## src/rtl/demux_dispatcher.sv

```systemverilog
// demux_dispatcher: feeds single bytes from a valid/ready producer into an 8-way demux, addressed or broadcast 0..7.
// Latency: one cycle from accept to ch_valid; one cycle per broadcast channel when acks are already high.
// Backpressure: in_ready is low for the whole delivery; optional per-channel timeout under DEMUX_DISPATCH_TIMEOUT_EN.
module demux_dispatcher #(
  parameter int TIMEOUT_CYCLES = 15
) (
  input  logic       clk,
  input  logic       reset,
  input  logic       in_valid,
  output logic       in_ready,
  input  logic [7:0] in_data,
  input  logic [2:0] in_dest,
  input  logic       in_bcast,
  output logic [7:0] dm_data,
  output logic [2:0] dm_sel,
  output logic [7:0] ch_valid,
  input  logic [7:0] ch_ack,
  output logic       busy,
  output logic       err,
  output logic [7:0] drop_count
);

  typedef enum logic {IDLE, SEND} state_t;

  state_t     state, state_nx;
  logic [7:0] hold, hold_nx;
  logic [2:0] cur, cur_nx;
  logic       bcast, bcast_nx;
  logic [7:0] dm_data_nx;
  logic [2:0] dm_sel_nx;
  logic [7:0] ch_valid_nx;
  logic [2:0] first_sel;
  logic       ack_cur;
  logic       timeout;
  logic       done;

  assign in_ready  = (state == IDLE);
  assign first_sel = in_bcast ? 3'd0 : in_dest;
  assign ack_cur   = ch_ack[cur];
  assign done      = (state == SEND) && (ack_cur || timeout);

`ifdef DEMUX_DISPATCH_TIMEOUT_EN
  logic [7:0] tcnt;

  // A timeout is only taken when no ack is present on that edge, so an ack always wins.
  assign timeout = (state == SEND) && !ack_cur && (tcnt == 8'(TIMEOUT_CYCLES - 1));

  // Per-channel wait counter, error pulse and saturating drop counter.
  always_ff @(posedge clk or posedge reset) begin
    if (reset) begin
      tcnt       <= 8'd0;
      err        <= 1'b0;
      drop_count <= 8'd0;
    end else begin
      err <= timeout;
      if (timeout && drop_count != 8'hFF)
        drop_count <= drop_count + 8'd1;
      if (state == IDLE || done)
        tcnt <= 8'd0;
      else
        tcnt <= tcnt + 8'd1;
    end
  end
`else
  assign timeout    = 1'b0;
  assign err        = 1'b0;
  assign drop_count = 8'd0;
`endif

  // State register and registered demux-facing outputs.
  always_ff @(posedge clk or posedge reset) begin
    if (reset) begin
      state    <= IDLE;
      hold     <= 8'd0;
      cur      <= 3'd0;
      bcast    <= 1'b0;
      dm_data  <= 8'd0;
      dm_sel   <= 3'd0;
      ch_valid <= 8'd0;
      busy     <= 1'b0;
    end else begin
      state    <= state_nx;
      hold     <= hold_nx;
      cur      <= cur_nx;
      bcast    <= bcast_nx;
      dm_data  <= dm_data_nx;
      dm_sel   <= dm_sel_nx;
      ch_valid <= ch_valid_nx;
      busy     <= (state_nx == SEND);
    end
  end

  // Next-state logic: accept in IDLE, then step through channels until the last ack or timeout.
  always_comb begin
    state_nx    = state;
    hold_nx     = hold;
    cur_nx      = cur;
    bcast_nx    = bcast;
    dm_data_nx  = dm_data;
    dm_sel_nx   = dm_sel;
    ch_valid_nx = ch_valid;
    case (state)
      IDLE: begin
        dm_data_nx  = 8'd0;
        dm_sel_nx   = 3'd0;
        ch_valid_nx = 8'd0;
        if (in_valid) begin
          hold_nx     = in_data;
          cur_nx      = first_sel;
          bcast_nx    = in_bcast;
          dm_data_nx  = in_data;
          dm_sel_nx   = first_sel;
          ch_valid_nx = 8'b1 << first_sel;
          state_nx    = SEND;
        end
      end
      SEND: begin
        dm_data_nx = hold;
        if (done) begin
          if (bcast && cur != 3'd7) begin
            // Next broadcast channel follows with no idle gap; cur never wraps.
            cur_nx      = cur + 3'd1;
            dm_sel_nx   = cur + 3'd1;
            ch_valid_nx = 8'b1 << (cur + 3'd1);
          end else begin
            state_nx    = IDLE;
            dm_data_nx  = 8'd0;
            dm_sel_nx   = 3'd0;
            ch_valid_nx = 8'd0;
          end
        end
      end
      default: state_nx = IDLE;
    endcase
  end

endmodule

```

## config.mk

```make
export PLATFORM = sky130hd
export DESIGN_NAME = demux_dispatcher
export DESIGN_NICKNAME = d
export VERILOG_FILES = /design/src/rtl/demux_dispatcher.sv
export SDC_FILE = /design/constraint.sdc
export NUM_CORES = 1
export LEC_CHECK = 0
export ABC_AREA = 1
export CAP_MARGIN = 20
export CORE_MARGIN = 2
export CORE_UTILIZATION = 60
export DETAILED_ROUTE_END_ITERATION = 10
export DONT_BUFFER_PORTS = 1
export HOLD_SLACK_MARGIN = 0.15
export PLACE_DENSITY = 0.84
export SETUP_SLACK_MARGIN = 0.02
export SLEW_MARGIN = 10
export SYNTH_ARGS = -nofsm -noshare
export SYNTH_HDL_FRONTEND = slang
export SYNTH_SLANG_ARGS = --single-unit
export TNS_END_PERCENT = 100
```

## constraint.sdc

```tcl
create_clock -name clk -period 2.1 [get_ports clk]
set_clock_uncertainty 0.15 [all_clocks]
set_input_delay 0.315 -clock clk [delete_from_list [all_inputs] [get_ports clk]]
set_output_delay 0.315 -clock clk [all_outputs]
set_load 0.02 [all_outputs]
```

==> summary.txt, run 1 <==
Logic synthesis
  – Post-Syn Area: between 0.0015 and 0.002 sq mm
  – Synthesized instance count: approximately 200
  – Register bit total from synthesis: 32
  – Post-synthesis sequential area ratio: approximately 48%
  – Syn Area/Cell: between 8 and 9 sq um
  – Ys Warns: 0
  – Cell variety after synth: 18

Power
  – Cell internal pwr: 0.00145 W
  – Maximum VDD drop: about 1100 uV
  – Pwr/cell area: around 1500 mW/mm^2
  – Switching Fraction: 48.8%
  – NetSw: around 0.0014 W
  – Clock share of power: around an eighth
  – Part of the power in registers: ~44%
  – Pleak: slightly below 1 nW
  – Logic pwr share: a little over two fifths

Critical path
  – Critical Path AT: 1.99 ns
  – Crit path kind: register to register
  – R2r worst-path depth: 9
  – Required @ worst endpoint: roughly 2.2 ns
  – Worst Setup Start Kind: register
  – Worst Setup EP: ch_valid[4]
  – RR Startpoint: cur[1]
  – Crit path from: cur[1]
  – CP endpoint kind: register
  – End of the worst register-to-register path: ch_valid[4]
  – CP Max Fanout: 7
  – R2r setup slk: approximately 0.22 ns

STA
  – Max Clock Freq: about 530 MHz
  – Final TNS setup: 0 ns
  – # setup viols final: 0
  – Post-layout min period: approximately 1.9 ns
  – RSZ-0062 raised after global routing: no
  – Count of final max-slew check failures: 0
  – Tcrit/Tclk final: between 80% and 90%
  – Hold Fails Final Rpt: 0

CTS
  – CTS buffer count: 5
  – Longest Clk Path Bufs: 2
  – CTS Root Cell: clkbuf_4
  – Clock-pin transition on the worst setup and hold timing paths: roughly 0.1 ns
  – Clock latency on the worst-skew pair: ~0.33 ns
  – TritonCTS clock tree: done
  – Sink Count: 32
  – H-tree depth: 2

Finish
  – Fraction of layout cells with a size suffix above 1: around 18%
  – Fin nets: ~250
  – Syn-to-layout area delta: 11.6%
  – Area of the multi-input gates: 712 sq um
  – Seq. cell area: 803 sq um
  – Fill cells: ~230
  – N_diodes: 0
  – Fin cells: 250

Outcome
  – Outcome: complete, no violations

Place
  – DP HPWL: around 2.4 mm
  – Global placement routability congestion: roughly 0.87
  – Dpl cells: approximately 230
  – PortBufs: 0

Route
  – Vias/cell: between 5 and 6
  – # DRC: 0
  – Detailed Route WL: 3.28 mm
  – Routed length per instance: approximately 13 um
  – Initial DRT Pass Iterations: 4
  – DR iter-0 viols: 39
  – Routed Antenna Nets: 0
  – Routed vias: between 1,000 and 1,500

Die
  – Row cnt: 19
  – Die ar.: ~0.0032 sq mm
  – Core area: between 0.002 and 0.003 sq mm
  – Die Span X: 56.9 um
  – Starting Density: a little over 60%
  – IO Count: 53
  – Die height: between 50 and 60 um

Min path
  – Hold crit path type: input port to register

GRT
  – Gr ovfl total: 0
  – Vias in the first global route: ~1,300
  – Antenna violations before repair: 0
  – Pin count of the biggest net entering global routing: 33
  – Tot GR Track Use: between 20% and 30%
  – First-pass GRT wire length: between 5 and 6 mm

Job
  – Max-cap violations: 0
power by group through the flow:
stage / clock, W / sequential (W) / combinational [W]
final: 0.000365 / 0.00123 / 0.00124
after global routing: 0.000404 / 0.00126 / 0.00143
after CTS: 0.000384 / 0.00124 / 0.00123
after detailed placement: 0 / 0.00125 / 0.00120
after global placement: 0 / 0.00124 / 0.00114
after floorplan: 0 / 0.00122 / 0.00104
per-layer routing:
layer / GRT usage, % / up-vias / wire length (um)
met1: 25.5 / 600 / 1330
met4: 10.3 / 0 / 55
li1: - / 636 / -
met2: 38.3 / 48 / 1620
met3: 9.52 / 5 / 268
met5: 0 / - / 0
cell families (layout without fill, tap and decap cells):
| family | count (synthesis) | in the layout | synth area share, % |
|---|---|---|---|
| AOI/OAI and AO/OA | 23 | 23 | 9.90 |
| adders and majority gates | 7 | 7 | 5.21 |
| buffers and inverters | 39 | 52 | 11.8 |
| DFF | 32 | 32 | 47.6 |
| other | 1 | 9 | 0.223 |
| and+or+nand+nor | 96 | 96 | 25.2 |
stage by stage:
| step | hold slack, ns | setup slack [ns] | utilization (%) | power (W) | area (sq um) |
|---|---|---|---|---|---|
| finish | 0.248 | 0.215 | 69.3 | 0.00284 | 1880 |
| global route | 0.236 | 0.0428 | 69.3 | 0.00309 | 1880 |
| CTS | 0.198 | 0.139 | 68.9 | 0.00285 | 1870 |
| detailed placement | 0.166 | 0.173 | 61.8 | 0.00245 | 1680 |
| global placement | 0.155 | 0.296 | 61.8 | 0.00238 | 1680 |
| floorplan | 0.281 | 0.418 | - | 0.00226 | 1710 |
how the worst min path moves through the flow:
stage                     startpoint          to  slack (ns)  depth (start not counted)
after global placement         reset  dm_data[1]        0.15                          2
after CTS                 in_dest[1]   dm_sel[1]        0.20                          4
after detailed placement       reset  dm_data[1]        0.17                          2
after floorplan                reset       bcast        0.28                          1
final                     in_dest[1]   dm_sel[1]        0.25                          4
after global routing      in_dest[1]   dm_sel[1]        0.24                          4
flip-flops by register name (all words and copies together) (netlist names):
| signal | cells |
|---|---|
| dm_sel | 3 |
| dm_data | 8 |
| bcast | 1 |
| ch_valid | 8 |
| cur | 3 |
| hold | 8 |
| state | 1 |
cell usage after synthesis (all sizes together):
| master | number | area share [%] |
|---|---|---|
| nand2 | 78 | 19 |
| dfrtp | 32 | 48 |
| inv | 27 | 6.0 |
| o21ai | 13 | 6.3 |
| buf | 12 | 5.8 |
| nand3 | 11 | 4.6 |
| o22ai | 8 | 3.0 |
| ha | 7 | 5.2 |
| nor2 | 6 | 1.3 |
| a21oi | 2 | 0.60 |
| conb | 1 | 0.22 |
| nand3b | 1 | 0.67 |
cell type report:
class	instances	share of cell area [%]
flip-flops and latches	32	42.8
clock inverters	2	0.533
well taps	31	2.07
clock buffers	6	2.73
repair buffers	17	8.53
inverters	27	5.40
multi-input cells	135	37.9
cells in the final DEF, fill, tap and decap left out:
| master | n |
|---|---|
| a21oi_1 | 2 |
| buf_4 | 4 |
| clkbuf_4 | 5 |
| clkbuf_8 | 1 |
| clkinv_2 | 2 |
| conb_1 | 9 |
| dfrtp_1 | 30 |
| dfrtp_2 | 2 |
| dlygate4sd3_1 | 13 |
| ha_1 | 7 |
| inv_1 | 24 |
| inv_2 | 3 |
| nand2_1 | 70 |
| nand2_2 | 8 |
| nand3_1 | 8 |
| nand3_2 | 2 |
| nand3_4 | 1 |
| nand3b_2 | 1 |
| nor2_1 | 6 |
| o21ai_1 | 2 |
| o21ai_2 | 11 |
| o22ai_1 | 8 |
critical path: stages, from the launching register on:
cell and delay, ns:
dfrtp_2 0.47, ha_1 0.24, ha_1 0.20, inv_1 0.05
nand2_1 0.06, nor2_1 0.14, nand2_1 0.15, o22ai_1 0.22
nand2_2 0.07, o21ai_2 0.07
repair_timing:
action,in CTS,in global routing
setup endpoints to repair,0,12
hold buffers,13,0
resized for setup,0,2
endpoints found under the hold margin,58,0
buffers inserted,0,1
No activity file was read; power rests on OpenSTA's default activity.
==> run 2, diff against run 1 <==
--- a/config.mk
+++ b/config.mk
@@ -8,11 +8,11 @@
 export ABC_AREA = 1
 export CAP_MARGIN = 20
 export CORE_MARGIN = 2
-export CORE_UTILIZATION = 60
+export CORE_UTILIZATION = 56
 export DETAILED_ROUTE_END_ITERATION = 10
 export DONT_BUFFER_PORTS = 1
 export HOLD_SLACK_MARGIN = 0.15
-export PLACE_DENSITY = 0.84
+export PLACE_DENSITY = 0.82
 export SETUP_SLACK_MARGIN = 0.02
 export SLEW_MARGIN = 10
 export SYNTH_ARGS = -nofsm -noshare
==> constraint.sdc (replaced) <==
create_clock -name clk -period 1.7 [get_ports clk]
set_clock_uncertainty 0.15 [all_clocks]
set_input_delay 0.255 -clock clk [delete_from_list [all_inputs] [get_ports clk]]
set_output_delay 0.255 -clock clk [all_outputs]
set_load 0.02 [all_outputs]
==> run 2 against run 1 <==
  * The flow now finishes with violations (design-rule violations)
  * Critical path depth down 2
  * Count of clock-buffer cells in the layout rose by 1
  * Hold slack better by 0.0051 ns
  * Worst setup slack got worse by 0.17 ns
  * Via count up 9.4%
  * Register-to-register slack got worse by 0.17 ns
  * Fmax is 14% higher
  * Sequential power rose by 24%
  * Flip-flop and latch count is the same
  * Sequential share of layout area is 7.0 points lower
  * Non-clock buffer count increased by 19
  * Critical endpoint is now ch_valid[2]
==> summary.txt, run 2 (same netlist as run 1, synthesis figures left out) <==
GRT
  – Gr ovfl total: 0
  – Met1 GRT Util: a little over a quarter
  – Tot GR Track Use: a little under a quarter
  – M3 GR Usage: between 10% and 20%
  – Met2 GRT Util: between 30% and 40%
  – Pin count of the biggest net entering global routing: 33
  – Antenna violations before repair: 0
  – First-pass GRT wire length: slightly below 6 mm
  – Vias in the first global route: roughly 1,300
  – GR peak layer: met2

Finish
  – Commonest non-fill, non-tap cell in the layout: nand2_1
  – Largest registers: ch_valid x8, dm_data x8, hold x8
  – Fin cells: 271
  – Syn-to-layout area delta: 33.4%
  – N_diodes: 0
  – Final Instance Area: between 0.002 and 0.0025 sq mm
  – Fin nets: ~270
  – Most frequent cells in the layout: nand2_1, dfrtp_1, dlygate4sd3_1, inv_1
  – Fraction of layout cells with a size suffix above 1: 30.4%

CTS
  – Clock latency on the worst-skew pair: between 0.3 and 0.4 ns
  – TritonCTS clock tree: done
  – Longest Clk Path Bufs: 2
  – H-tree depth: 2
  – Sink Count: 32
  – CTS Root Cell: clkbuf_4
  – CTS buffer count: 5
  – Clock-pin transition on the worst setup and hold timing paths: 0.10 ns

Power
  – Maximum VDD drop: approximately 1100 uV
  – Pwr/cell area: 1940 mW/mm^2
  – Part of the power in registers: a little over a third
  – Pleak: 1.12 nW
  – Switching Fraction: 47.9%
  – Logic pwr share: between 50% and 60%
  – Design Power: 0.00436 W
  – Cell internal pwr: about 0.0023 W
  – NetSw: 0.00209 W
  – Clock share of power: between 10% and 20%

STA
  – Count of final max-slew check failures: 0
  – # setup viols final: 0
  – Max Clock Freq: roughly 600 MHz
  – Tcrit/Tclk final: a little over nine tenths
  – Post-layout min period: between 1.5 and 2 ns
  – Hold Fails Final Rpt: 0

Die
  – Core area: ~0.0028 sq mm
  – Die ar.: 0.00346 sq mm
  – Die height: slightly below 60 um
  – IO Count: 53
  – Starting Density: 59.9%
  – Die Span X: 58.8 um
  – Row cnt: 19

Route
  – Routed vias: around 1,400
  – Routed Antenna Nets: 0
  – # DRC: 3
  – DR iter-0 viols: 53
  – Vias/cell: roughly 5.2
  – Detailed Route WL: roughly 4.3 mm
  – Initial DRT Pass Iterations: 7
  – Routed length per instance: 15.7 um

Job
  – Max-cap violations: 0

Place
  – PortBufs: 0
  – Dpl cells: around 230
  – Placed Area: between 0.0015 and 0.002 sq mm
  – DP HPWL: ~2.2 mm
  – Global placement routability congestion: around 0.9

Critical path
  – Worst Setup EP: ch_valid[2]
  – CP peak stage delay: about 0.44 ns
  – CP Max Fanout: 4
  – Cell depth of the worst setup path: 7
  – Critical path buffers and inverters: 0
  – End of the worst register-to-register path: ch_valid[2]
  – Worst Setup Start Kind: register
  – CP delay by family, top: flip-flops
  – Crit path from: cur[0]
  – Critical Path AT: between 1.5 and 2 ns
  – Critical-path top delay cell: dfrtp_2
  – Required @ worst endpoint: about 1.8 ns
  – Crit path kind: register to register
  – R2r worst-path depth: 7
  – R2r setup slk: between 0.04 and 0.05 ns
  – RR Startpoint: cur[0]
  – CP endpoint kind: register
  – Worst-path cell chain: ha_4 > ha_4 > nor2_2 > nand2_2 > o22ai_2 > nand2_2 > o21ai_2

Outcome
  – Outcome: finished, violations left
  – Failing checks: design-rule violations

Min path
  – Hold crit path type: input port to register
-- run 2: cell count changes in the layout (fill, tap and decap cells not counted), moves of 3 or more --
cell | previous run | this run
inv_4 | 0 | 3
nand2_1 | 70 | 64
buf_4 | 4 | 11
o22ai_2 | 0 | 7
nand2_4 | 0 | 4
inv_1 | 24 | 20
dlygate4sd3_1 | 13 | 21
ha_4 | 0 | 3
o22ai_1 | 8 | 1
ha_1 | 7 | 4
-- run 2: area by class of cell --
class	count	area, sq um
Tap cell	31	38.8
Timing Repair inverter	1	7.51
Fill cell	169	562
Timing Repair Buffer	36	362
Clock inverter	1	7.51
Inverter	27	109
Clock buffer	7	55.1
Multi-Input combinational cell	136	862
Sequential cell	32	802
-- run 2: worst min path at each step --
stage                          from           to  slack (ns)  depth (start not counted)
after global placement        reset  ch_valid[4]        0.10                          2
after global routing      ch_ack[0]       cur[2]        0.27                          6
final                     ch_ack[0]       cur[2]        0.25                          6
after CTS                 ch_ack[0]    dm_sel[0]        0.20                          5
after detailed placement      reset  ch_valid[0]        0.10                          2
after floorplan               reset        bcast        0.22                          1
-- run 2: per-stage QoR --
step / hold WS [ns] / worst slack, ns / util [%] / setup TNS (ns)
after floorplan: 0.221 / 0.0410 / - / 0
after global placement: 0.101 / 0.0250 / 61.6 / 0
after detailed placement: 0.105 / -0.0376 / 61.6 / -0.0921
after CTS: 0.204 / 0.0207 / 73.6 / 0
after global routing: 0.272 / -0.0251 / 80.0 / -0.0321
final: 0.254 / 0.0470 / 80.0 / 0
-- run 2: power groups by stage --
stage / combinational [W] / sequential (W) / clock, W
6_report: 0.00235 / 0.00153 / 0.000480
4_1_cts: 0.00184 / 0.00151 / 0.000489
3_5_place_dp: 0.00167 / 0.00150 / 0
2_1_floorplan: 0.00129 / 0.00151 / 0
5_1_grt: 0.00258 / 0.00156 / 0.000524
3_3_place_gp: 0.00163 / 0.00150 / 0
-- run 2: worst reg2reg max path: cells and delay by family (launching register included) --
kind,cells,cell delay [ns]
adder cells (fa/ha/maj),2,0.40
AND/OR/NAND/NOR,3,0.35
AO/OA/AOI/OAI,2,0.26
flip-flops,1,0.44
-- run 2: repair_timing --
action | in CTS | in global routing
hold endpoints to repair | 64 | 0
gates cloned | 0 | 3
setup buffers | 0 | 5
hold buffers | 22 | 0
resized for setup | 13 | 23
pin swaps | 4 | 13
setup endpoints to repair | 11 | 27
-- run 2: metal layers --
| metal | part of all wire [%] | vias up |
|---|---|---|
| met3 | 7.9 | 13 |
| met1 | 39 | 657 |
| met4 | 2.1 | 0 |
| met5 | 0 | - |
| met2 | 51 | 59 |
| li1 | - | 681 |
==> run 3, diff against run 2 <==
--- a/config.mk
+++ b/config.mk
@@ -7,12 +7,12 @@
 export LEC_CHECK = 0
 export ABC_AREA = 1
 export CAP_MARGIN = 20
-export CORE_MARGIN = 2
-export CORE_UTILIZATION = 56
+export CORE_MARGIN = 4
+export CORE_UTILIZATION = 60
 export DETAILED_ROUTE_END_ITERATION = 10
 export DONT_BUFFER_PORTS = 1
 export HOLD_SLACK_MARGIN = 0.15
-export PLACE_DENSITY = 0.82
+export PLACE_DENSITY = 0.84
 export SETUP_SLACK_MARGIN = 0.02
 export SLEW_MARGIN = 10
 export SYNTH_ARGS = -nofsm -noshare
==> constraint.sdc (replaced) <==
create_clock -name clk -period 2 [get_ports clk]
set_clock_uncertainty 0.15 [all_clocks]
set_input_delay 0.3 -clock clk [delete_from_list [all_inputs] [get_ports clk]]
set_output_delay 0.3 -clock clk [all_outputs]
set_load 0.02 [all_outputs]
==> run 3 against run 2 <==
  * The flow now finishes without violations
  * Largest cell class is now sequential cells
  * Fmax is 12% lower
  * Wire length shrank 13%
  * Sequential share of layout area increased by 6.9 points
  * Utilization decreased by 6.6 points
  * Clock power down 18%
  * Non-clock buffer count down 18
  * Via count fell by 3.6%
  * Power decreased by 30%
==> summary.txt, run 3 (same netlist as run 1, synthesis figures left out) <==
Route
  – # DRC: 0
  – Vias/cell: ~5.4
  – Routed Antenna Nets: 0
  – DR iter-0 viols: 57
  – Routed vias: around 1,400
  – Routed length per instance: 14.8 um
  – Detailed Route WL: ~3.7 mm
  – Initial DRT Pass Iterations: 4

Die
  – Starting Density: between 60 and 70%
  – Row cnt: 18
  – Die ar.: 0.00371 sq mm
  – IO Count: between 50 and 60
  – Die Span X: about 61 um
  – Core area: 0.00257 sq mm
  – Die height: 60.9 um

Critical path
  – Worst Setup Start Kind: register
  – Critical-path top delay cell: dfrtp_2
  – CP peak stage delay: ~0.47 ns
  – R2r setup slk: between 0.1 and 0.15 ns
  – Required @ worst endpoint: 2.12 ns
  – CP endpoint kind: register
  – Critical path buffers and inverters: 1
  – RR Startpoint: cur[0]
  – End of the worst register-to-register path: ch_valid[6]
  – CP most frequent cell: nand2_1
  – Critical Path AT: between 2 and 2.5 ns
  – Crit path kind: register to register
  – R2r worst-path depth: 9
  – Worst-path cell chain: ha_1 > ha_1 > inv_1 > nand2_1 > nor2_1 > nand2_1 > o22ai_1 > nand2_1 > o21ai_2
  – CP Max Fanout: 8
  – CP delay by family, top: flip-flops

GRT
  – Pin count of the biggest net entering global routing: 33
  – Antenna violations before repair: 0
  – Gr ovfl total: 0
  – First-pass GRT wire length: 6.09 mm
  – Tot GR Track Use: a little under a quarter
  – Vias in the first global route: around 1,400

Power
  – Pleak: around 0.99 nW
  – Logic pwr share: ~44%
  – Switching Fraction: 49.3%
  – Part of the power in registers: 42.7%
  – Cell internal pwr: approximately 0.0015 W
  – NetSw: between 0.0015 and 0.002 W
  – Maximum VDD drop: around 1000 uV
  – Pwr/cell area: 1620 mW/mm^2
  – Clock share of power: 12.9%

CTS
  – TritonCTS clock tree: done
  – CTS buffer count: 5
  – H-tree depth: 2
  – Longest Clk Path Bufs: 2
  – Sink Count: 32
  – CTS Root Cell: clkbuf_4
  – Clock latency on the worst-skew pair: roughly 0.34 ns
  – Clock-pin transition on the worst setup and hold timing paths: about 0.09 ns

Finish
  – N_diodes: 0
  – Syn-to-layout area delta: 12.1%
  – Fin nets: around 250
  – Largest registers: ch_valid x8, dm_data x8, hold x8
  – Fraction of layout cells with a size suffix above 1: between 10% and 20%
  – Commonest non-fill, non-tap cell in the layout: nand2_1
  – Most frequent cells in the layout: nand2_1, dfrtp_1, inv_1, dlygate4sd3_1, o21ai_2

Min path
  – Worst Hold Path Cells: 4
  – Hold crit path type: input port to register
  – Hold_sp: in_dest[0]
  – Min-Delay Endpoint: cur[0]

Place
  – Global placement routability congestion: 0.932
  – PortBufs: 0
  – DP HPWL: ~2.5 mm

STA
  – Tcrit/Tclk final: between 90 and 100%
  – Post-layout min period: 1.89 ns
  – Final TNS setup: 0 ns
  – RSZ-0062 raised after global routing: yes
  – # setup viols final: 0
  – Hold slack: 0.174 ns
  – Count of final max-slew check failures: 0
  – Hold Fails Final Rpt: 0
  – Max Clock Freq: 530 MHz

Outcome
  – Outcome: complete, no violations

Job
  – Max-cap violations: 0
## run 3: cell count changes in the layout (fill, tap and decap cells not counted), moves of 3 or more
cell           change
o22ai_2            -7
inv_4              -3
nand2_4            -4
dlygate4sd3_1      -8
o22ai_1            +7
nand2_1            +6
inv_1              +4
buf_4              -6
ha_4               -3
ha_1               +3
## run 3: worst max path at each step
| stage | startpoint | slack, ns | depth (start not counted) | end |
|---|---|---|---|---|
| final | cur[0] | 0.11 | 9 | ch_valid[6] |
| after global routing | cur[0] | -0.05 | 10 | cur[1] |
| after CTS | cur[0] | 0.10 | 7 | ch_valid[0] |
| after detailed placement | cur[0] | 0.13 | 7 | ch_valid[0] |
| after global placement | cur[0] | 0.19 | 7 | ch_valid[0] |
| after floorplan | cur[0] | 0.32 | 7 | ch_valid[0] |
## run 3: repair_timing
| item | CTS | global route |
|---|---|---|
| setup endpoints to repair | 0 | 19 |
| buffers inserted | 0 | 1 |
| gates resized for setup | 0 | 2 |
| endpoints found under the hold margin | 58 | 0 |
| hold buffers | 13 | 0 |
## run 3: metal layers
metal / up-vias / global-route usage, % / wire, um
met3: 12 / 8.72 / 375
met4: 0 / 13.0 / 125
met1: 638 / 24.4 / 1340
met2: 74 / 38.3 / 1860
met5: - / 0 / 0
li1: 635 / - / -
## run 3: power groups by stage
stage	sequential (W)	clock, W	combinational [W]
2_1_floorplan	0.00128	0	0.00109
3_3_place_gp	0.00130	0	0.00123
3_5_place_dp	0.00131	0	0.00129
4_1_cts	0.00130	0.000401	0.00132
5_1_grt	0.00134	0.000442	0.00155
6_report	0.00130	0.000393	0.00136
## run 3: through the flow
step                cells  setup WS (ns)  cell area [sq um]  total power [W]  utilization [%]
floorplan             206          0.318               1710          0.00237                -
global placement      228          0.191               1680          0.00253             65.5
detailed placement    228          0.127               1680          0.00260             65.5
CTS                   249          0.103               1870          0.00302             73.0
global route          250        -0.0520               1880          0.00333             73.4
finish                250          0.112               1880          0.00305             73.4
## run 3: area by class of cell
class                      count  area (sq um)
clock buffer                   7          55.1
clock inverter                 1          7.51
fill                         208           683
inverter                      27           101
multi-input combinational    135           712
sequential                    32           803
tap                           30          37.5
timing repair buffer          18           168
## run 3: worst min-delay path: cells and delay by family
kind | cells | cell delay (ns)
simple gates | 2 | 0.16
compound gates | 1 | 0.09
buf+inv | 1 | 0.09
==> variant: new RTL, settings of run 2 <==
The option `DEMUX_DISPATCH_TIMEOUT_EN` is turned on by a define.
--- a/src/rtl/demux_dispatcher.sv
+++ b/src/rtl/demux_dispatcher.sv
@@ -2,4 +2,6 @@
 // Latency: one cycle from accept to ch_valid; one cycle per broadcast channel when acks are already high.
 // Backpressure: in_ready is low for the whole delivery; optional per-channel timeout under DEMUX_DISPATCH_TIMEOUT_EN.
+`define DEMUX_DISPATCH_TIMEOUT_EN
+
 module demux_dispatcher #(
   parameter int TIMEOUT_CYCLES = 15
Check against the original RTL: no difference found for any inputs over 10 cycles, from zero or initial values and one cycle with reset high; that may be too few to reach the edited logic, so the function may still have changed.
==> variant against run 2 <==
  * The flow finishes with violations (setup timing)
  * Power increased by 17%
  * Critical path depth increased by 1
  * Synthesized area increased by 43%
  * Highest routed layer unchanged
  * Worst hold slack got worse by 0.073 ns
  * Count of clock-buffer cells in the layout decreased by 2
  * Maximum frequency decreased by 9.7%
  * Final area increased by 39%
  * Worst setup slack got worse by 0.18 ns
  * Sequential cell count increased by 17
  * Wire length increased by 37%
==> variant: results (changes against run 2) <==
Worst setup path
- capture point of the worst reg-to-reg path: cur[2]$_DFFE_PP0P_
- cell count of the worst reg-to-reg path: 8, +1
- data arrival time of the critical path: 1.92 ns, +0.13 ns

GRT
- first-pass GRT wire length: 9520 um, +62%
- maximum number of pins on one net before global-route repair: 27, -18%
- GRT Overall Usage: 24.7%, +1.2 points

Status
- status: finished, violations left
- violations in the final reports: setup timing

Power and ir drop
- maximum vdd drop: 0.00102 V, -9.6%

Logic synthesis
- top area cells in the synthesized netlist: sky130_fd_sc_hd__dfrtp_1 51%, sky130_fd_sc_hd__nand2_1 20%, sky130_fd_sc_hd__inv_1 5.8%, sky130_fd_sc_hd__ha_1 4.7%, sky130_fd_sc_hd__nand3_1 2.9%
- sequential element share of the synthesized area: 51.1%, +3.5 points
- list of most frequent post-synthesis cells: 128 x sky130_fd_sc_hd__nand2_1, 49 x sky130_fd_sc_hd__dfrtp_1, 37 x sky130_fd_sc_hd__inv_1
- Yosys cell types: 24, +6

Routing
- first drt pass iteration count: 4, -3
- detailed-route via count: 2099, +49%
- violation count after the first detailed-route iteration: 99, +87%
- Vias per Instance: 5.23, +0.60%

Timing
- aggregate negative setup slack: -2.05 ns, -2.05 ns
- number of failing setup endpoints in the final timing report: 33, +33
- final setup margin: -0.130 ns, -0.177 ns

Place
- HPWL Detailed: 3790 um, +70%
- gpl congestion: 0.838, -6.7%

Clocking
- master cell of the clock root buffer: sky130_fd_sc_hd__clkbuf_8
- worst-skew pair later-pin latency: 0.30 ns, -0.05 ns

Layout
- fin nets: 382, +42%

[variant: cell types whose count changed in the layout (fill, tap and decap cells not counted), sizes merged, moves of 5 or more]
cell / run 2 / this run
buf: 13 / 37
conb: 9 / 0
dfrtp: 32 / 49
dlygate4sd3: 21 / 12
inv: 27 / 38
nand2: 78 / 129
nand3: 12 / 17
nor2: 6 / 17
nor3: 0 / 5
o21ai: 13 / 5
xor2: 0 / 6
[variant: cells by family after synthesis]
group                    Yosys count  share of synthesized area, %
AND/OR/NAND/NOR                  171                          29.3
XOR/XNOR                           8                          2.92
adder cells (fa/ha/maj)            9                          4.69
flip-flops                        49                          51.1
AO/OA/AOI/OAI                     17                          4.17
buffers and inverters             44                          7.82
[variant: timing repair]
action | in CTS | in global routing
endpoints found under the setup margin | 33 | 39
buffers inserted | 2 | 4
gates resized for setup | 21 | 12
hold endpoints to repair | 71 | 0
pin swaps | 2 | 5
hold buffers | 12 | 0
gates cloned | 2 | 0
[variant: power breakdown]
group          switching, uW  total [uW]  internal, uW  leakage (uW)
registers                488        2010          1520      0.000641
logic                   1330        2250           924      0.000942
clock network            390         830           440     0.0000543
[variant: layer usage]
metal  vias up  track usage (%)  wire length, um
met5         -                0                0
met4         0             11.1              184
met3        18             6.83              333
met2        74             40.9             2940
met1       989             30.2             2360
li1       1018                -                -
[variant: worst max-delay path, stage by stage (launching register included)]
cell and delay (ns):
sky130_fd_sc_hd__dfrtp_2 0.48, sky130_fd_sc_hd__ha_4 0.19, sky130_fd_sc_hd__ha_4 0.14, sky130_fd_sc_hd__or2_4 0.23, sky130_fd_sc_hd__nor2_4 0.17, sky130_fd_sc_hd__nand2_2 0.13, sky130_fd_sc_hd__nand2_1 0.08, sky130_fd_sc_hd__nand2_1 0.10
sky130_fd_sc_hd__nand2_1 0.10
[variant: cell type report]
| type | count | area [sq um] |
|---|---|---|
| clock inverters | 3 | 46.3 |
| repair buffers | 49 | 419 |
| well taps | 50 | 62.6 |
| fillers | 243 | 931 |
| flip-flops and latches | 49 | 1230 |
| multi-input cells | 205 | 1140 |
| repair inverters | 1 | 7.51 |
| inverters | 39 | 150 |
| clock buffers | 5 | 68.8 |
[variant: worst min-delay path by stage]
stage                                endpoint  slack (ns)  depth (start not counted)
detailed placement  drop_count[2]$_DFFE_PP0P_       0.004                          1
global route               cur[0]$_DFFE_PP0P_        0.22                          4
floorplan                dm_data[0]$_DFF_PP0_        0.24                          2
finish                     cur[0]$_DFFE_PP0P_        0.18                          4
CTS                   ch_valid[1]$_DFFE_PP0N_        0.16                          5
global placement    drop_count[2]$_DFFE_PP0P_       0.004                          1
